===== config.mk =====
export PLATFORM = sky130hd
export DESIGN_NAME = flit_sender_flat
export DESIGN_NICKNAME = d
export VERILOG_FILES = /design/src/rtl/flit_sender_if.sv /design/src/rtl/flit_sender.sv /design/src/flat_wrapper.sv
export SDC_FILE = /design/constraint.sdc
export NUM_CORES = 1
export LEC_CHECK = 0
export BUFFER_PORTS_ARGS = -buffer_cell sky130_fd_sc_hd__buf_2
export CORE_MARGIN = 2
export CORE_UTILIZATION = 40
export CTS_CLUSTER_SIZE = 25
export DETAILED_ROUTE_END_ITERATION = 16
export PLACE_DENSITY = 0.74
export SLEW_MARGIN = 25
export SYNTH_ARGS = -nofsm -noshare
export SYNTH_HDL_FRONTEND = slang
export SYNTH_SLANG_ARGS = --single-unit
export TNS_END_PERCENT = 30

===== constraint.sdc =====
create_clock -name clock -period 1.65 [get_ports clock]
set_input_delay 0.2475 -clock clock [delete_from_list [all_inputs] [get_ports clock]]
set_output_delay 0.2475 -clock clock [all_outputs]
set_load 0.05 [all_outputs]

===== src/rtl/flit_sender_if.sv =====
// Link-side bundle of flit_sender: FIFO head/counter/pull port plus the credit-gated output link.
`ifndef TAM_FLIT
`define TAM_FLIT 16
`endif
`ifndef TAM_BUFFER
`define TAM_BUFFER 4
`endif

interface flit_sender_if #(
  parameter int unsigned WIDTH = `TAM_FLIT,
  parameter int unsigned DEPTH = `TAM_BUFFER
);
  localparam int unsigned CNT_W = $clog2(DEPTH) + 1;

  logic [WIDTH-1:0] head;
  logic [CNT_W-1:0] counter;
  logic             pull;
  logic             tx;
  logic [WIDTH-1:0] data_out;
  logic             credit_i;

  // master = the sender; slave = FIFO plus downstream link seen as one peer
  modport master (input head, counter, credit_i, output pull, tx, data_out);
  modport slave  (output head, counter, credit_i, input pull, tx, data_out);
endinterface


===== src/rtl/flit_sender.sv =====
// Phoenix NoC output-link transmitter: drains a FIFO into a one-entry credit-gated link stage
// and tracks packet framing for eop/busy. Optional stall detector: SENDER_STALL_DET_EN.
`ifndef TAM_FLIT
`define TAM_FLIT 16
`endif
`ifndef TAM_BUFFER
`define TAM_BUFFER 4
`endif

module flit_sender #(
  parameter int unsigned WIDTH       = `TAM_FLIT,
  parameter int unsigned DEPTH       = `TAM_BUFFER,
  parameter int unsigned STALL_LIMIT = 255
) (
  input  logic          clock,
  input  logic          reset,
  flit_sender_if.master bus,
  output logic          eop,
  output logic          busy,
  output logic          stall_err
);
  localparam int unsigned CNT_W = $clog2(DEPTH) + 1;

  typedef enum logic [1:0] {S_HEADER, S_SIZE, S_PAYLOAD} state_t;

  state_t           state_q, state_d;
  logic [WIDTH-1:0] remaining_q, remaining_d;
  logic [WIDTH-1:0] data_q, data_d;
  logic             tx_q, tx_d;
  logic             last_q, last_d;
  logic             eop_q, eop_d;
  logic             busy_q, busy_d;
  logic             load, acc, last_load;

  assign acc      = tx_q && bus.credit_i;
  assign load     = !reset && (bus.counter != CNT_W'(0)) && (!tx_q || bus.credit_i);
  assign bus.pull = load;

  assign bus.tx       = tx_q;
  assign bus.data_out = data_q;
  assign eop          = eop_q;
  assign busy         = busy_q;

  // State and output-stage registers
  always_ff @(posedge clock) begin
    if (reset) begin
      state_q     <= S_HEADER;
      remaining_q <= '0;
      data_q      <= '0;
      tx_q        <= 1'b0;
      last_q      <= 1'b0;
      eop_q       <= 1'b0;
      busy_q      <= 1'b0;
    end else begin
      state_q     <= state_d;
      remaining_q <= remaining_d;
      data_q      <= data_d;
      tx_q        <= tx_d;
      last_q      <= last_d;
      eop_q       <= eop_d;
      busy_q      <= busy_d;
    end
  end

  // Framing FSM: advances only when a flit is loaded into the output stage
  always_comb begin
    state_d     = state_q;
    remaining_d = remaining_q;
    last_load   = 1'b0;
    if (load) begin
      unique case (state_q)
        S_HEADER: state_d = S_SIZE;
        S_SIZE: begin
          remaining_d = bus.head;
          if (bus.head == '0) begin
            last_load = 1'b1;
            state_d   = S_HEADER;
          end else begin
            state_d = S_PAYLOAD;
          end
        end
        S_PAYLOAD: begin
          if (remaining_q != '0) remaining_d = remaining_q - WIDTH'(1);
          if (remaining_q == WIDTH'(1)) begin
            last_load = 1'b1;
            state_d   = S_HEADER;
          end
        end
        default: state_d = S_HEADER;
      endcase
    end
  end

  // Output stage: a load replaces the held flit even when it is being accepted
  always_comb begin
    tx_d   = tx_q;
    data_d = data_q;
    last_d = last_q;
    eop_d  = acc && last_q;
    busy_d = busy_q;
    if (acc && last_q) busy_d = 1'b0;
    if (load) begin
      tx_d   = 1'b1;
      data_d = bus.head;
      last_d = last_load;
      if (state_q == S_HEADER) busy_d = 1'b1;
    end else if (acc) begin
      tx_d = 1'b0;
    end
  end

`ifdef SENDER_STALL_DET_EN
  localparam int unsigned STALL_W = $clog2(STALL_LIMIT + 1);

  logic [STALL_W-1:0] stall_cnt_q, stall_cnt_d;
  logic               stall_err_q;

  // Saturating count of consecutive credit-starved cycles with a flit pending
  always_comb begin
    stall_cnt_d = stall_cnt_q;
    if (!tx_q || acc) stall_cnt_d = '0;
    else if (stall_cnt_q != STALL_W'(STALL_LIMIT)) stall_cnt_d = stall_cnt_q + STALL_W'(1);
  end

  always_ff @(posedge clock) begin
    if (reset) begin
      stall_cnt_q <= '0;
      stall_err_q <= 1'b0;
    end else begin
      stall_cnt_q <= stall_cnt_d;
      if (stall_cnt_d == STALL_W'(STALL_LIMIT)) stall_err_q <= 1'b1;
    end
  end

  assign stall_err = stall_err_q;
`else
  // Detector not built; the parameter is still referenced so both builds share one interface
  assign stall_err = 1'b0 & (STALL_LIMIT != 0);
`endif

endmodule


===== src/flat_wrapper.sv =====
// flat-port wrapper written by rule: the top's interface ports become plain ports
module flit_sender_flat 
#(
  parameter int unsigned WIDTH       = `TAM_FLIT,
  parameter int unsigned DEPTH       = `TAM_BUFFER,
  parameter int unsigned STALL_LIMIT = 255
)
  (clock, reset, eop, busy, stall_err, bus_head, bus_counter, bus_credit_i, bus_pull, bus_tx, bus_data_out);
  flit_sender_if #(.WIDTH(WIDTH), .DEPTH(DEPTH)) bus_i ();
  input  logic clock;
  input  logic reset;
  output logic eop;
  output logic busy;
  output logic stall_err;
  input wire logic [$bits(bus_i.head)-1:0] bus_head;
  input wire logic [$bits(bus_i.counter)-1:0] bus_counter;
  input wire logic [$bits(bus_i.credit_i)-1:0] bus_credit_i;
  output wire logic [$bits(bus_i.pull)-1:0] bus_pull;
  output wire logic [$bits(bus_i.tx)-1:0] bus_tx;
  output wire logic [$bits(bus_i.data_out)-1:0] bus_data_out;
  assign bus_i.head = bus_head;
  assign bus_i.counter = bus_counter;
  assign bus_i.credit_i = bus_credit_i;
  assign bus_pull = bus_i.pull;
  assign bus_tx = bus_i.tx;
  assign bus_data_out = bus_i.data_out;
  flit_sender #(.WIDTH(WIDTH), .DEPTH(DEPTH), .STALL_LIMIT(STALL_LIMIT)) u_core (.clock(clock), .reset(reset), .bus(bus_i), .eop(eop), .busy(busy), .stall_err(stall_err));
endmodule

==> results of run 1 <==
[metrics by stage]
step	setup TNS (ns)	utilization, %	hold WS [ns]
2_1_floorplan	-0.0364	-	0.356
3_3_place_gp	-0.929	50.4	0.458
3_5_place_dp	-1.16	50.4	0.462
4_1_cts	-0.425	53.6	0.188
5_1_grt	-2.43	55.4	0.211
6_report	-0.748	55.4	0.192
[where the power goes]
group / leakage [nW] / total [mW] / switching (mW) / internal (mW)
combinational: 0.790 / 1.72 / 0.938 / 0.784
clock: 0.0431 / 0.635 / 0.312 / 0.322
sequential: 0.316 / 1.13 / 0.0972 / 1.04
[timing repair]
action                                  CTS  global route
gates resized for setup                  13            17
buffers inserted                          3             3
endpoints found under the setup margin   18            20
hold buffers                              0             0
pin swaps                                12            10
[worst min path at each step]
stage / to / cells past startpoint / slack, ns
final: u_core.bus.data_out[12] / 3 / 0.19
after detailed placement: u_core.bus.data_out[6] / 2 / 0.46
after global routing: u_core.bus.data_out[12] / 3 / 0.21
after floorplan: u_core.bus.data_out[0] / 2 / 0.36
after global placement: u_core.bus.data_out[0] / 2 / 0.46
after CTS: u_core.bus.data_out[12] / 3 / 0.19
[per-layer routing]
layer / vias to the layer above / wire length [um] / part of all wire, % / GRT usage (%)
met5: - / 0 / 0 / 0
met4: 0 / 49 / 0.96 / 4.36
met3: 5 / 190 / 3.7 / 3.08
met2: 46 / 2580 / 51 / 33.8
met1: 952 / 2270 / 45 / 22.0
li1: 1026 / - / - / -
[registers in the layout, indices dropped and copies added (netlist names)]
signal and cells:
u_core.eop 1, u_core.state_q 2, u_core.busy 1, u_core.last_q 1
u_core.remaining_q 16, u_core.bus.data_out 16, u_core.bus.tx 1
[cell usage after synthesis, drive strengths merged (6+ instances only)]
cell,n
dfxtp,38
nand2,29
o21ai,28
nand2b,19
a21oi,15
inv,15
clkbuf,11
nor2b,11
nor4,10
nor2,8
o32ai,8
a31oi,7
nand3,6
[cell type report]
class | instances | area, sq um
Fill cell | 451 | 2250
Multi-Input combinational cell | 182 | 1300
Sequential cell | 38 | 772
Timing Repair Buffer | 75 | 490
Tap cell | 70 | 87.6
Clock buffer | 6 | 82.6
Inverter | 15 | 58.8
[cells by family (layout without fill, tap and decap cells)]
family | count (synthesis) | after routing | synth area share, %
and+or+nand+nor | 100 | 100 | 28.7
AOI/OAI and AO/OA | 73 | 73 | 23.3
DFF | 38 | 38 | 36.7
buffers and inverters | 31 | 96 | 6.46
adders and majority gates | 5 | 5 | 3.02
muxes | 3 | 3 | 1.57
other | 1 | 1 | 0.181
[critical path: stages, from the launching register on]
cell	delay [ns]
dfxtp_2	0.34
or4_4	0.57
buf_4	0.16
nor4_4	0.23
buf_4	0.21
a31oi_4	0.09
o32ai_2	0.10
==> results.txt, run 1 <==
- Unrepaired setup endpoints after global routing: true
* Post-synth top area cell: dfxtp_1
- The detailed router placed 2,029 vias in this run.
* Initial antenna violation count: 0
* Unique cell type count in the Yosys netlist: 47
- The final-report hold violation count is 0.
- Highest-count cells in the layout ignoring fill and taps: 40 x buf_2, 31 x dfxtp_1, 30 x buf_4
- MaxCap Viol Count: 0
- Clock skew on the completed layout was measured at 0.00770 ns.
- The worst setup path is launched from a register.
- Register bit count reported by yosys: 38
- Final net count: 344
- The post-route netlist has 37.0% of its cells at a drive strength greater than 1.
* Number of endpoints failing setup at the final stage: 13
- Type of element capturing the critical path: register
- Most used DFF post-synth: dfxtp_1
* Grt total ovfl: 0
- CTS max path bufs: 2
* Count of flip-flops with a built-in enable after synthesis: 0
- Clock tree synthesis selected as its root buffer the cell clkbuf_8.
* Remaining DRCs: 0
* Number of nets with antenna violations after detailed routing: 0
- Static leakage: 1.15 nW
- Excluding fillers, the count of instances in the completed layout stands at 386.
- Violations in the final reports: setup timing
- Sum of internal, switching and leakage power: 3.49 mW
- After synthesis, the share of flip-flops with an asynchronous set or reset is 0%.
- Power spread over the standard cell area amounts to 1250 nW/um^2.
- Buffers placed on the I/O ports in this run total 41.
- 43 I/O pins were placed.
- Max Slew Vio Count: 0
- The first global-routing pass estimated 8790 um of wire.
- The region available for standard cell placement spans 5040 sq um.
- Growth of design area from synthesis to finish: 34.8%
- Measured in cells, the most critical reg-to-reg path has a length of 6.
* Antenna cell count: 0
- Summed over all layers, the routed wires come to 5090 um.
* H-tree depth reported by CTS: 2
* Warnings, synthesis: 0
* CTS sink count: 38
* Fraction of the yosys area taken by sequential cells: 36.7%
- Leaving out fill and tap cells, the most frequent cell in the layout is buf_2.
- The finished cells cover 2790 sq um.
- Tracing the worst setup path back leads to its startpoint at u_core.remaining_q[9].
- Minimum setup slack in the final design: -0.135 ns
- Kind of critical path: reg2reg
* Post-synth top area share: 36.7%
* Horizontal extent of the die: 76.0 um
- Maximum ir drop on the vdd rail: 0.000738 V
- Pin count of the biggest net entering global routing: 39
* Startpoint of the tightest hold check path: bus_head[12]
* Clock network latency to the later pin of the worst-skew pair: 0.29 ns
* Worst path arrival time: 1.99 ns
- After synthesis the cells add up to 2070 sq um.
- The die covers 5770 sq um.
- Number of detailed-route iterations in the first pass: 4
- Result of the run: finished with violations
- Post-Syn Instances: 251
- The startpoint identified for the worst register-to-register timing path is u_core.remaining_q[9].
- Clock-pin slew was measured on the worst setup and hold paths at 0.08 ns.
* Post-place setup slack: -0.126 ns
- For the worst setup path, the data required time is 1.86 ns.
- Of the available clock period, the critical path in the final layout requires 108%.
* Number of DRC markers after the initial detailed-route iteration: 77
- Peak clock frequency supported by timing: 560 MHz
- Routability-driven placement finished with a final weighted congestion of 0.803.
- Once placement completed, the tool counted placed cells totaling 374.
- Vias in the first global route: 1,945
- The critical path ends at u_core.remaining_q[14].
- Worst min-delay path class: in2reg
* Average footprint of a synthesized cell: 8.25 sq um
- Clock tree synthesis inserted a total of 5 buffers.
* Row count: 26
* Post-detail-place hpwl: 3650 um
- Post-detailed-route via-to-cell ratio: 5.26
- Average wire per cell in the routed design: 13.2 um
- Global routing used 18.2% of the available tracks across all layers.
* Clock period minus final worst setup slack: 1.78 ns
- Synthesis produced a netlist with a net count of 278.
- Y dimension of the die: 76.0 um
* Endpoint of the worst-slack reg-to-reg timing path: u_core.remaining_q[14]
- Standard cell area after detailed placement: 2540 sq um
* CTS tree: done
- The initial utilization of the core area, before any placement, comes to 41.1%.
* Register-to-register setup slack: -0.13 ns
- In this run the worst path has a maximum fanout of 4.
- By area the synthesized netlist is led by dfxtp_1 37%, nand2b_1 5.7%, nand2_1 5.3%.
(Power assumes the default switching activity.)
==> run 2: changes to the inputs <==
- PLACE_DENSITY: 0.74 -> 0.71
- clock period: 1.65 -> 1.7 ns (I/O delays scaled with it)
==> run 2 against run 1 <==
Effect of this change:
- the flow still finishes with violations (setup timing)
- clock power is 8.2% higher
- final area down 2.6%
- critical path type unchanged
- highest routed layer unchanged
- core utilization is 1.4 points lower
- critical endpoint is now u_core.remaining_q[13]
==> results.txt, run 2 (synthesis gave the netlist of run 1 again) <==
- The flow ran to the end, but the final reports show violations.
- The checks that failed: setup timing.
- Clock edge transition at the registers on the reported setup and hold paths: 0.08 ns (about the same)
* Number of endpoints failing setup at the final stage: 7 (-6)
- Leaving out fill and tap cells, the most frequent cell in the layout is buf_2.
* Static leakage: 1.13 nW (-1.8%)
- For hold timing, the worst endpoint is u_core.bus.data_out[8].
* Type of element capturing the critical path: register
- The maximum number of pins on one net before global-route repair is 39 (unchanged).
- The worst hold slack was 0.180 ns (-0.0124 ns).
* Post-detailed-route via-to-cell ratio: 5.21 (-0.84%)
* Hold violation total from the final report: 0 (unchanged)
- Post-place setup slack: -0.141 ns (-0.0149 ns)
- Total die area: 5770 sq um (unchanged)
- Cell with the biggest individual delay on the critical path: or4_4
- Setup repair after global routing could not meet its margin everywhere.
- The global routing met3 resource utilization was 3.08% (unchanged).
- The met1 usage in global routing is 23.5% (+1.5 points).
* Hold buffer count at cts: 0 (unchanged)
* Power density of the placed cells: 1210 nW/um^2 (-3.1%)
* Peak clock frequency supported by timing: 558 MHz (-0.40%)
- The instance count after placement with tap cells included came to 373 (-0.27%).
- Kind of critical path: reg2reg
- The final critical delay including setup and external delays is 1.79 ns (+0.00716 ns).
* CTS sink count: 38 (unchanged)
- The H-tree depth is 2 (unchanged).
- Standard cell area after detailed placement: 2510 sq um (-1.2%)
* P_int: 1.99 mW (-6.9%)
* Worst min-delay path class: in2reg
- R2R cell count: 5 (-1)
- Worst path arrival time: 1.97 ns (-0.02 ns)
* Share of power burned in combinational logic: 45.8% (-3.6 points)
- Data required time of the critical path: 1.88 ns (+0.02 ns)
- The layer flagged by global routing as most heavily used is met2.
- The largest driver fanout on the critical path came to 6 (+2).
* Number of inserted filler cells in the final layout: 471 (+4.4%)
- Critical path launch point type: register
- The effective utilization at floorplan came to 41.1% (unchanged).
- Worst hold path stage count: 3 (unchanged)
* Startpoint of the tightest hold check path: bus_head[8]
- Average wire per cell in the routed design: 13.9 um (+5.2%)
- The remaining global-route overflow was 0 (unchanged).
- Initial antenna violation count: 0 (unchanged)
- Remaining DRCs: 0 (unchanged)
- The area growth from synthesis to layout is 31.3%.
- The die span in x came to 76.0 um (unchanged).
* Switching power: 1.30 mW (-3.5%)
- The number of iterations in the first detailed-routing pass is 4 (unchanged).
- Max incr delay on CP: 0.58 ns (about the same)
* Endpoint of the worst-slack reg-to-reg timing path: u_core.remaining_q[13]
* MaxCap Viol Count: 0 (unchanged)
* Maximum ir drop on the vdd rail: 0.000734 V (-0.49%)
* Launch point of the worst reg-to-reg path: u_core.remaining_q[8]
* Non-filler cells in the finished layout: 386 (unchanged)
- The number of buffers added by the clock tree synthesis step is 5 (unchanged).
* Vias in the first global route: 1,963 (+0.93%)
- Traced cell by cell, the critical path runs through or4_4 -> nor4_4 -> nand2_1 -> a21oi_1 -> o32ai_1.
- Number of placed I/O pins: 43 (unchanged)
- The tree is rooted in a clkbuf_8.
- The count of buffers inserted at the top-level ports came to 41 (unchanged).
- The number of routed nets with antenna violations was 0 (unchanged).
* Sw frac: 39.5% (+0.84 points)
- The wire length of the first global-routing pass came to 9200 um (+4.6%).
- Y dimension of the die: 76.0 um (unchanged)
* CTS tree: done
- The antenna diode count is 0 (unchanged).
- The sum of net half-perimeters after detailed placement came to 3890 um (+6.4%).
* Fin crit share: 105% (-2.8 points)
* Weighted congestion at the end of routability-driven global placement: 0.930 (+16%)
* Post-route design area: 2720 sq um (-2.6%)
- Sum of internal, switching and leakage power: 3.30 mW (-5.6%)
- Total Routed Length: 5350 um (+5.2%)
* Area of the core region: 5040 sq um (unchanged)
- The worst clock skew on the final layout is 0.00767 ns (-0.0000233 ns).
- GR met2 Demand/Resource: 34.3% (+0.54 points)
* Via count: 2,012 (-0.84%)
* Number of DRC markers after the initial detailed-route iteration: 88 (+14%)
- Max Slew Vio Count: 0 (unchanged)
* Clock network latency to the later pin of the worst-skew pair: 0.30 ns (about the same)
- Proportion of layout cells with a drive suffix above 1: 33.9% (-3.2 points)
* Final net count: 342 (-0.58%)
- The floorplan row count was 26 (unchanged).
- Leaving out fill and tap cells, the most frequent cells in the layout are 40 x buf_2, 34 x dfxtp_1, 29 x nand2_1.
- The overall routing resource usage came to 19.2% (+0.98 points).
* Register-to-register setup slack: -0.09 ns (+0.04 ns)
- Clock Power Share: 20.8% (+2.6 points)
* Minimum setup slack in the final design: -0.0919 ns (+0.0428 ns)
- CTS max path bufs: 2 (unchanged)
- The share of total power in sequential cells is 33.4% (+0.9 points).
[run 2: cell count changes in the layout (fill, tap and decap cells not counted), sizes merged]
cell | before | now
buf | 75 | 73
clkinvlp | 0 | 1
inv | 15 | 16
[run 2: stage by stage]
step | util, % | TNS (ns)
2_1_floorplan | - | -0.661
3_3_place_gp | 49.8 | -0.448
3_5_place_dp | 49.8 | -1.02
4_1_cts | 53.0 | -0.350
5_1_grt | 54.0 | -1.75
6_report | 54.0 | -0.330
[run 2: layout make-up]
| cell class | count | area (sq um) | share of cell area [%] |
|---|---|---|---|
| multi-input cells | 182 | 1230 | 45.3 |
| flip-flops and latches | 38 | 766 | 28.1 |
| repair buffers | 73 | 479 | 17.6 |
| well taps | 70 | 87.6 | 3.22 |
| clock buffers | 6 | 82.6 | 3.03 |
| inverters | 15 | 56.3 | 2.07 |
| clock inverters | 2 | 16.3 | 0.598 |
[run 2: worst max-delay path, delay by kind of cell (launching register included)]
family           cells  cell delay (ns)
AND/OR/NAND/NOR      3             1.09
flip-flops           1             0.35
AO/OA/AOI/OAI        2             0.23
[run 2: worst max path at each step]
stage	startpoint	to	slack (ns)	depth (start not counted)
6_report	u_core.remaining_q[8]	u_core.remaining_q[13]	-0.09	5
3_3_place_gp	u_core.remaining_q[0]	u_core.remaining_q[12]	-0.09	7
5_1_grt	u_core.remaining_q[8]	u_core.remaining_q[15]	-0.19	5
3_5_place_dp	u_core.remaining_q[0]	u_core.remaining_q[12]	-0.14	7
2_1_floorplan	u_core.remaining_q[0]	u_core.remaining_q[13]	-0.08	8
4_1_cts	u_core.remaining_q[8]	u_core.remaining_q[13]	-0.08	5
[run 2: per-layer routing]
metal / share of wire [%] / routed length (um)
met1: 47 / 2500
met2: 48 / 2570
met3: 3.6 / 194
met4: 1.7 / 90
met5: 0 / 0
[run 2: repair_timing]
item | CTS | global route
endpoints found under the setup margin | 18 | 19
buffers inserted | 4 | 1
gates resized for setup | 14 | 8
pin swaps | 6 | 6
[run 2: power groups by stage]
stage / Sequential [mW] / Combinational (mW) / Clock (mW)
final: 1.10 / 1.51 / 0.687
after global routing: 1.11 / 1.64 / 0.729
after CTS: 1.08 / 1.45 / 0.688
after detailed placement: 1.10 / 1.38 / 0
after global placement: 1.10 / 1.36 / 0
after floorplan: 1.23 / 0.798 / 0
==> run 3: changes to the inputs <==
- CELL_PAD_IN_SITES_DETAIL_PLACEMENT: unset -> 1
- CELL_PAD_IN_SITES_GLOBAL_PLACEMENT: unset -> 1
- PLACE_DENSITY: 0.71 -> 0.89
==> run 3 against run 2 <==
Effect of this change:
- the flow still finishes with violations (setup timing)
- worst setup slack got worse by 0.12 ns
- fmax decreased by 6.4%
- sequential power barely moved
- core utilization grew 2.2 points
- critical path depth increased by 2
- wire length grew 63%
- highest routed layer unchanged
==> results.txt, run 3 (synthesis gave the netlist of run 1 again) <==
* Startpoint of the tightest hold check path: bus_head[15]
- STA classifies the critical path startpoint as a register.
- The max-slew violation count was 0 (unchanged).
- The via count of the first global-routing pass is 2,464 (+26%).
- Number of nets with antenna violations after detailed routing: 0 (unchanged)
* Antenna cell count: 0 (unchanged)
* Total die area: 5770 sq um (unchanged)
* CP Launch Point: u_core.remaining_q[1]
- Y dimension of the die: 76.0 um (unchanged)
- Post-place setup slack: -0.167 ns (-0.0265 ns)
- Pin count of the biggest net entering global routing: 39 (unchanged)
- Clock Power Share: 21.4% (+0.6 points)
* Part of the power in registers: 29.5% (-3.9 points)
- The final worst-path cycle share came to 113% (+7.2 points).
- Minimum setup slack in the final design: -0.213 ns (-0.122 ns)
- Worst min-delay path class: in2reg
* Average wire per cell in the routed design: 22.2 um (+60%)
* Kind of critical path: reg2reg
* Violations in the final reports: setup timing
- CTS placed an instance of clkbuf_8 at the clock tree root.
- Sum of internal, switching and leakage power: 3.84 mW (+17%)
- The final RePlAce weighted congestion came to 0.818 (-12%).
- The number of DRC markers in iteration 0 was 169 (+92%).
- The average via count per standard cell came to 5.98 (+15%).
* Maximum ir drop on the vdd rail: 0.000810 V (+10%)
- The top-level I/O count came to 43 (unchanged).
- Top layer reached by signal wires: met4
- The final setup violation count was 19 (+12).
* Proportion of layout cells with a drive suffix above 1: 38.2% (+4.3 points)
- Clock network latency to the later pin of the worst-skew pair: 0.32 ns (+0.02 ns)
* CTS sink count: 38 (unchanged)
- The utilization after layout is 56.1% (+2.2 points).
- The combinational power share is 49.1% (+3.3 points).
- CTS max path bufs: 2 (unchanged)
- The final critical delay including setup and external delays came to 1.91 ns (+0.122 ns).
- Sum of routed wire segments on met1: 3420 um (+37%)
- The largest driver fanout on the critical path is 4 (-2).
- Type of element capturing the critical path: register
- Data required time of the critical path: 1.93 ns (+0.05 ns)
- In the layout the commonest cells are 40 x buf_2, 33 x buf_4, 32 x dfxtp_1.
* H-tree depth reported by CTS: 2 (unchanged)
* Number of inserted filler cells in the final layout: 603 (+28%)
- Growth of design area from synthesis to finish: 36.6%
- The run finished, with violations left.
- The clock input transition at the sequential cells of the worst setup and hold paths is 0.09 ns (about the same).
- Number of buffers created by CTS: 5 (unchanged)
- The internal power came to 2.25 mW (+13%).
- Row count: 26 (unchanged)
- TritonCTS built the clock tree.
- Grt total ovfl: 0 (unchanged)
* Peak clock frequency supported by timing: 523 MHz (-6.4%)
- The net switching power was 1.59 mW (+22%).
* Remaining DRCs: 0 (unchanged)
* Worst path arrival time: 2.15 ns (+0.18 ns)
* Number of detailed-route iterations in the first pass: 5 (+1)
- Global-route wire length before repair: 13,100 um (+43%)
- The total power density per cell area was 1360 nW/um^2 (+12%).
* Standard cell area after detailed placement: 2490 sq um (-0.60%)
* Post-route design area: 2830 sq um (+4.0%)
- The wire length after detailed routing came to 8720 um (+63%).
* Met3 wire length: 470 um (+140%)
* Post-detail-place hpwl: 4460 um (+15%)
* Sw frac: 41.4% (+1.9 points)
* MaxCap Viol Count: 0 (unchanged)
- Static leakage: 1.17 nW (+3.4%)
- Detail Route met2 WL: 4300 um (+67%)
* Unrepaired setup endpoints after global routing: true
- Final net count: 348 (+1.8%)
- The effective utilization at floorplan is 41.1% (unchanged).
- The worst clock skew on the final layout was 0.0142 ns (+0.00657 ns).
* Initial antenna violation count: 0 (unchanged)
* Area of the core region: 5040 sq um (unchanged)
- The count of buffers inserted at the top-level ports was 41 (unchanged).
* Most common library cell in the layout ignoring fill and taps: buf_2
- The overall routing resource usage was 29.1% (+9.9 points).
- Hold violation total from the final report: 0 (unchanged)
- Horizontal extent of the die: 76.0 um (unchanged)
- Launch point of the worst reg-to-reg path: u_core.remaining_q[1]
* Hold buffer count at cts: 0 (unchanged)
* Via count: 2,343 (+16%)
* Final sum of negative setup slack: -2.59 ns (-2.26 ns)
run 3: worst max-delay path, stage by stage, from the launching register on:
cell     delay (ns)
dfxtp_2        0.35
buf_6          0.12
or4_4          0.57
nor4_4         0.20
buf_4          0.19
and2b_1        0.15
o21ai_1        0.07
a21oi_1        0.18
run 3: worst paths after layout:
path,to,cells after the start,slack (ns)
hold reg to reg,u_core.bus.data_out[15],2,0.49
setup / recovery,u_core.remaining_q[15],7,-0.21
hold / removal,u_core.bus.data_out[15],3,0.19
setup reg to reg,u_core.remaining_q[15],7,-0.21
run 3: cell type report:
type                            instances  area, sq um  area share, %
Sequential cell                        38          768           27.1
Clock inverter                          3         45.0           1.59
Inverter                               15         56.3           1.99
Timing Repair Buffer                   79          524           18.5
Multi-Input combinational cell        182         1280           45.2
Tap cell                               70         87.6           3.09
Clock buffer                            5         68.8           2.43
run 3: metrics by stage:
| stage | hold slack, ns | cells |
|---|---|---|
| detailed placement | 0.463 | 371 |
| finish | 0.190 | 392 |
| CTS | 0.197 | 388 |
| global route | 0.212 | 392 |
| floorplan | 0.364 | 251 |
| global placement | 0.458 | 371 |
run 3: layer usage:
layer | GRT usage, % | vias to the layer above
met5 | 0 | -
met4 | 16.9 | 0
met3 | 4.62 | 47
met2 | 51.0 | 131
met1 | 33.5 | 1130
li1 | - | 1035
run 3: what timing repair did:
action,4_1_cts,5_1_grt
pin swaps,9,18
setup endpoints to repair,19,20
resized for setup,18,16
setup buffers,9,4
run 3: power groups by stage:
stage               Sequential [mW]  Clock [mW]  Combinational, mW
floorplan                      1.23           0              0.798
global placement               1.10           0               1.35
detailed placement             1.11           0               1.39
CTS                            1.11       0.803               1.61
global route                   1.14       0.848               1.98
finish                         1.13       0.821               1.89
